<file path="config.mk">
export PLATFORM = sky130hd
export DESIGN_NAME = sipo_deserializer
export DESIGN_NICKNAME = d
export VERILOG_FILES = /design/src/rtl/sipo_pkg.sv /design/src/rtl/sipo_deserializer.sv
export SDC_FILE = /design/constraint.sdc
export NUM_CORES = 1
export LEC_CHECK = 0
export ABC_AREA = 1
export CAP_MARGIN = 20
export CORE_AREA = 4 4 41 43
export CTS_BUF_LIST = sky130_fd_sc_hd__clkbuf_2 sky130_fd_sc_hd__clkbuf_4 sky130_fd_sc_hd__clkbuf_8
export DETAILED_ROUTE_END_ITERATION = 12
export DIE_AREA = 0 0 45 47
export GPL_TIMING_DRIVEN = 1
export PLACE_DENSITY = 0.77
export SLEW_MARGIN = 40
export SYNTH_ARGS = -nofsm -noshare
export SYNTH_HDL_FRONTEND = slang
export SYNTH_SLANG_ARGS = --single-unit
</file>
<file path="constraint.sdc">
create_clock -name clk_i -period 2.98 [get_ports clk_i]
set_clock_uncertainty 0.1 [all_clocks]
set_input_delay 0.596 -clock clk_i [delete_from_list [all_inputs] [get_ports clk_i]]
set_output_delay 0.596 -clock clk_i [all_outputs]
set_load 0.02 [all_outputs]
</file>
<file path="src/rtl/sipo_pkg.sv">
// Shared definitions for the serial-in, parallel-out receiver.
package sipo_pkg;

    // Default word length in bits.
    localparam int WIDTH_DEFAULT = 4;

    // Receiver FSM: waiting for a start tick, or collecting the bits of a word.
    typedef enum logic [0:0] {
        IDLE  = 1'b0,
        SHIFT = 1'b1
    } state_t;

endpackage : sipo_pkg

</file>
<file path="src/rtl/sipo_deserializer.sv">
// Serial-in, parallel-out receiver. Collects WIDTH bits LSB first on enabled
// ticks and presents each completed word on data_o with a valid/ack handshake.
//
// Handshake: data_o holds a word while valid_o is high. The consumer takes it
// by raising ack_i; valid_o drops on that edge unless a new word commits on
// the same edge. A word that completes while valid_o is high and ack_i is low
// is dropped and overrun_o latches until reset.
module sipo_deserializer
    import sipo_pkg::*;
#(
    parameter int WIDTH = WIDTH_DEFAULT
) (
    input  logic             clk_i,
    input  logic             rst_i,
    input  logic             tick_i,
    input  logic             start_i,
    input  logic             serial_i,
    input  logic             ack_i,
    output logic [WIDTH-1:0] data_o,
    output logic             valid_o,
    output logic             busy_o,
    output logic             overrun_o
);

    localparam int CW = $clog2(WIDTH + 1);
    localparam logic [CW-1:0] CNT_LAST = CW'(WIDTH - 1);
    localparam logic [CW-1:0] CNT_ONE  = CW'(1);

    state_t           state;
    logic [WIDTH-1:0] shreg;
    logic [CW-1:0]    cnt;
    logic [WIDTH-1:0] shifted;
    logic             done;
    logic             commit;

    // New bits enter at the top so the first bit received ends up in bit 0.
    assign shifted = {serial_i, shreg[WIDTH-1:1]};

    // The word completes on the tick that samples its last bit.
    assign done   = (state == SHIFT) && tick_i && (cnt == CNT_LAST);
    assign commit = done && (!valid_o || ack_i);

    // busy_o is a pure decode of the registered state, so it carries no input path.
    assign busy_o = (state == SHIFT);

    // Frame sequencing: start detection, bit shifting and bit counting.
    always_ff @(posedge clk_i) begin
        if (rst_i) begin
            state <= IDLE;
            shreg <= '0;
            cnt   <= '0;
        end else if (tick_i) begin
            case (state)
                IDLE: begin
                    if (start_i) begin
                        shreg[WIDTH-1] <= serial_i;
                        cnt            <= CNT_ONE;
                        state          <= SHIFT;
                    end
                end
                SHIFT: begin
                    shreg <= shifted;
                    cnt   <= cnt + CNT_ONE;
                    if (cnt == CNT_LAST) begin
                        state <= IDLE;
                    end
                end
                default: state <= IDLE;
            endcase
        end
    end

    // Output word, handshake and sticky overrun flag.
    always_ff @(posedge clk_i) begin
        if (rst_i) begin
            data_o    <= '0;
            valid_o   <= 1'b0;
            overrun_o <= 1'b0;
        end else begin
            if (commit) begin
                data_o  <= shifted;
                valid_o <= 1'b1;
            end else if (valid_o && ack_i) begin
                valid_o <= 1'b0;
            end
            if (done && valid_o && !ack_i) begin
                overrun_o <= 1'b1;
            end
        end
    end

endmodule : sipo_deserializer

</file>
# Word level (Yosys, flattened, before mapping)
# Cells that the tools add are included.
# totals
register_bits	14
in_bits	6
# op_classes
add_sub_neg	1
n_eq_ne	2
muxes	9
bitwise	1
n_reduce_logical	12
# op_table
cell	count
$logic_and 1x1->1	6
$pmux 3 s2	1
$mux 1	5
$pmux 1 s2	2
$reduce_and 2->1	2
$add 3x1->3 const B	1
$eq 3x2->1 const B	1
$mux 3	1
$logic_not 1->1	2
$ne 2x2->1 const B	1
$reduce_bool 2->1	1
$logic_or 1x1->1	1
$not 1->1	1

# Logic depth before layout (Yosys ltp)
# logic_depth
depth_word	4
depth_mapped	7
depth_no_buf	7

# Worst setup path after synthesis
# OpenSTA, ideal clock, no wires.
# synth_path
path_type	reg-to-reg
from	register cnt[0]
to	register cnt[2]
setup_ps	70
t_arrival_ps	1057
required_ps	2810
setup_slack_ps	1753
path_stages_with_launch	5
path_buffers	0
path_cell_list	dfxtp_1 > ha_1 > ha_1 > or2_1 > a21oi_1
# synth_via
elab_chain_cells	2
# synth_rtl
item	line	rtl
start: declaration	sipo_deserializer.sv:31	logic [CW-1:0] cnt;
start signal: assignment	sipo_deserializer.sv:63	cnt <= cnt + CNT_ONE;
$add 3x1->3	sipo_deserializer.sv:63	
$pmux 3 s2	sipo_deserializer.sv:53	case (state)
# No other way between the ends.
# A chain may end at the register's enable or synchronous reset.

# Final worst setup path
# layout_path
from	register state, in the netlist busy_o
to	output busy_o
# layout_lines
item	line	rtl
start: declaration	sipo_deserializer.sv:29	state_t state;
start signal: assignment	sipo_deserializer.sv:49	state <= IDLE;
start signal: assignment	sipo_deserializer.sv:58	state <= SHIFT;
start signal: assignment	sipo_deserializer.sv:65	state <= IDLE;
end: declaration	sipo_deserializer.sv:21	output logic busy_o,
# No word-level cell between the ends.

==> results.cfg <==
[status]
status = finished, final reports clean

[worst_setup_path]
crit_path_end_kind = primary output
startpoint_type = register
cp_cell_sequence = clkdlybuf4s50_1
critPathMaxStageDelay_ns = 0.64
arrival_ns = 1.37
required_ns = 2.28
path_delay_family = buffers and inverters
critPathBufInv = 1
slowest_stage = clkdlybuf4s50_1
cp_max_fo = 6
worstSetupPathType = reg -> out

[detailed_routing]
drt-met1-wl_um = 459
viasPerCell = 4.76
wl_met3_um = 73
dr.pass1.iters = 4
drtAntennaViolNets = 0
drt-initial-drc-count = 10
wl_um = 991
num_vias = 476
dr_wl_met2_um = 436
routedWlPerCell_um = 9.91
dr.max_layer_used = met4
drc = 0

[logic_synthesis]
ys_ff_latch = 13
synthCells = 69
yosysTopAreaCellShare = 0.496
yosys_warnings = 0
postSynthNetCount = 77
netlist_top_cells_area = dfxtp_1 50%, nor2_1 9.3%, a21oi_1 7.6%
synth_top_cell_by_area = dfxtp_1
syn_area_um2 = 524
avgSynthCellArea_um2 = 7.60
synth.distinct_cells = 13
seq_area_frac_synth = 0.496

[timing]
period_minus_slack_ns = 2.06
max_freq_mhz = 485
fin_tns_setup_ns = 0
hold_viol = 0
worst_slew_pin_slew_ns = 0.342
hold_ws_ns = 0.368
drv_slew = 0
setup_viol = 0
rsz0062_at_grt = no
fin_crit_sh = 0.692
relSlewSlack = 0.770

[grt]
grt_pass1_wl_um = 1540
gr-total-overflow = 0
grt_pass1_vias = 385
grt_max_degree = 9
antenna_found_initial = 0
grt_usage = 0.103

[power]
comb_power_share = 0.083
sw_frac_of_total = 0.234
seqPwrFrac = 0.551
peakVddDrop_mv = 0.283
p_sw_mw = 0.0772
power_leakage_nw = 0.274
power_density_nw_per_um2 = 475
clkPwrFrac = 0.365
p_int_mw = 0.252

[clock_tree]
clk_pin_slew_ns = 0.08
postCtsSetupBuffers = 0
numCtsBuffers = 3
tritoncts = yes
cts_hold_buf = 0
cts.path.max_buffers = 2
cts-resized-gates = 0
clk_latency_ns = 0.28
root_buffer = clkbuf_4
cts_sinks = 13
h-tree-depth = 1

[floorplan]
start_util = 0.403
dieArea_um2 = 2120
die_y_um = 47
die-width_um = 45
coreArea_um2 = 1300
rows = 13
design.portCount = 13

[flow_run]
cap_violations = 0

[place]
dp_hpwl_um = 711
gp_congestion = 0.772
io_buffers = 12

[worst_hold_path]
hold_class = reg -> reg

[cells_and_area]
synthToLayoutAreaGrowth_pct = 32.2
nets = 94
drive_above_1_share = 0.0706
diodes = 0
==> sequential cells by signal (all words and copies together), names as in the netlist <==
signal,count
valid_o,1
shreg,3
overrun_o,1
cnt,3
busy_o,1
data_o,4
==> logic make-up after synthesis <==
| kind of cell | synth area share |
|---|---|
| buffers and inverters | 0.0716 |
| AO/OA/AOI/OAI | 0.115 |
| AND/OR/NAND/NOR | 0.270 |
| adder cells (fa/ha/maj) | 0.0477 |
| flip-flops | 0.496 |
==> power by group through the flow <==
stage / combinational [mW] / sequential, mW / clock (mW)
3_3_place_gp: 0.0266 / 0.186 / 0
6_report: 0.0275 / 0.182 / 0.120
5_1_grt: 0.0305 / 0.182 / 0.129
2_1_floorplan: 0.0127 / 0.186 / 0
4_1_cts: 0.0275 / 0.182 / 0.123
3_5_place_dp: 0.0271 / 0.186 / 0
==> through the flow <==
| step | utilization | area, um2 | worst slack (ns) | instances | total power, mW |
|---|---|---|---|---|---|
| after floorplan | - | 524 | 1.75 | 69 | 0.199 |
| after global placement | 0.510 | 663 | 1.14 | 96 | 0.212 |
| after global routing | 0.533 | 693 | 0.883 | 100 | 0.341 |
| final | 0.533 | 693 | 0.919 | 100 | 0.329 |
| after detailed placement | 0.510 | 663 | 1.12 | 96 | 0.213 |
| after CTS | 0.533 | 693 | 0.926 | 100 | 0.332 |
==> cells in the mapped netlist, drive strengths merged <==
cell   number
a21oi       8
dfxtp      13
ha          2
inv        10
nand2      10
nand3       6
nor2       14
nor3        1
o21ai       4
or2         1
==> final timing paths <==
path / end / from / slack (ns) / cells after the start
setup / recovery: busy_o / busy_o$_SDFFE_PP0P_ / 0.92 / 1
hold reg to reg: shreg[1]$_SDFFE_PP0P_ / shreg[1]$_SDFFE_PP0P_ / 0.37 / 2
setup reg to reg: data_o[0]$_SDFFE_PP0P_ / cnt[0]$_SDFFE_PP0P_ / 1.65 / 6
hold / removal: shreg[1]$_SDFFE_PP0P_ / shreg[1]$_SDFFE_PP0P_ / 0.37 / 2
==> final cells by class <==
class | count | area (um2)
multi-input cells | 46 | 226
fillers | 141 | 608
well taps | 15 | 18.8
repair buffers | 12 | 120
flip-flops and latches | 13 | 260
clock buffers | 4 | 30.0
inverters | 10 | 37.5
==> metal layers <==
layer,track usage,vias up
met5,0,-
met4,0.0526,0
met3,0.0230,4
met2,0.169,13
met1,0.125,208
li1,-,251
==> cells in the final DEF, fill, tap and decap left out <==
cell type	n
a21oi_1	8
clkbuf_4	4
clkdlybuf4s50_1	12
dfxtp_1	13
ha_1	2
inv_1	10
nand2_1	9
nand2_2	1
nand3_1	6
nor2_1	13
nor2_4	1
nor3_1	1
o21ai_0	3
o21ai_1	1
or2_1	1
Note: power is estimated with default switching activity, not from simulation.
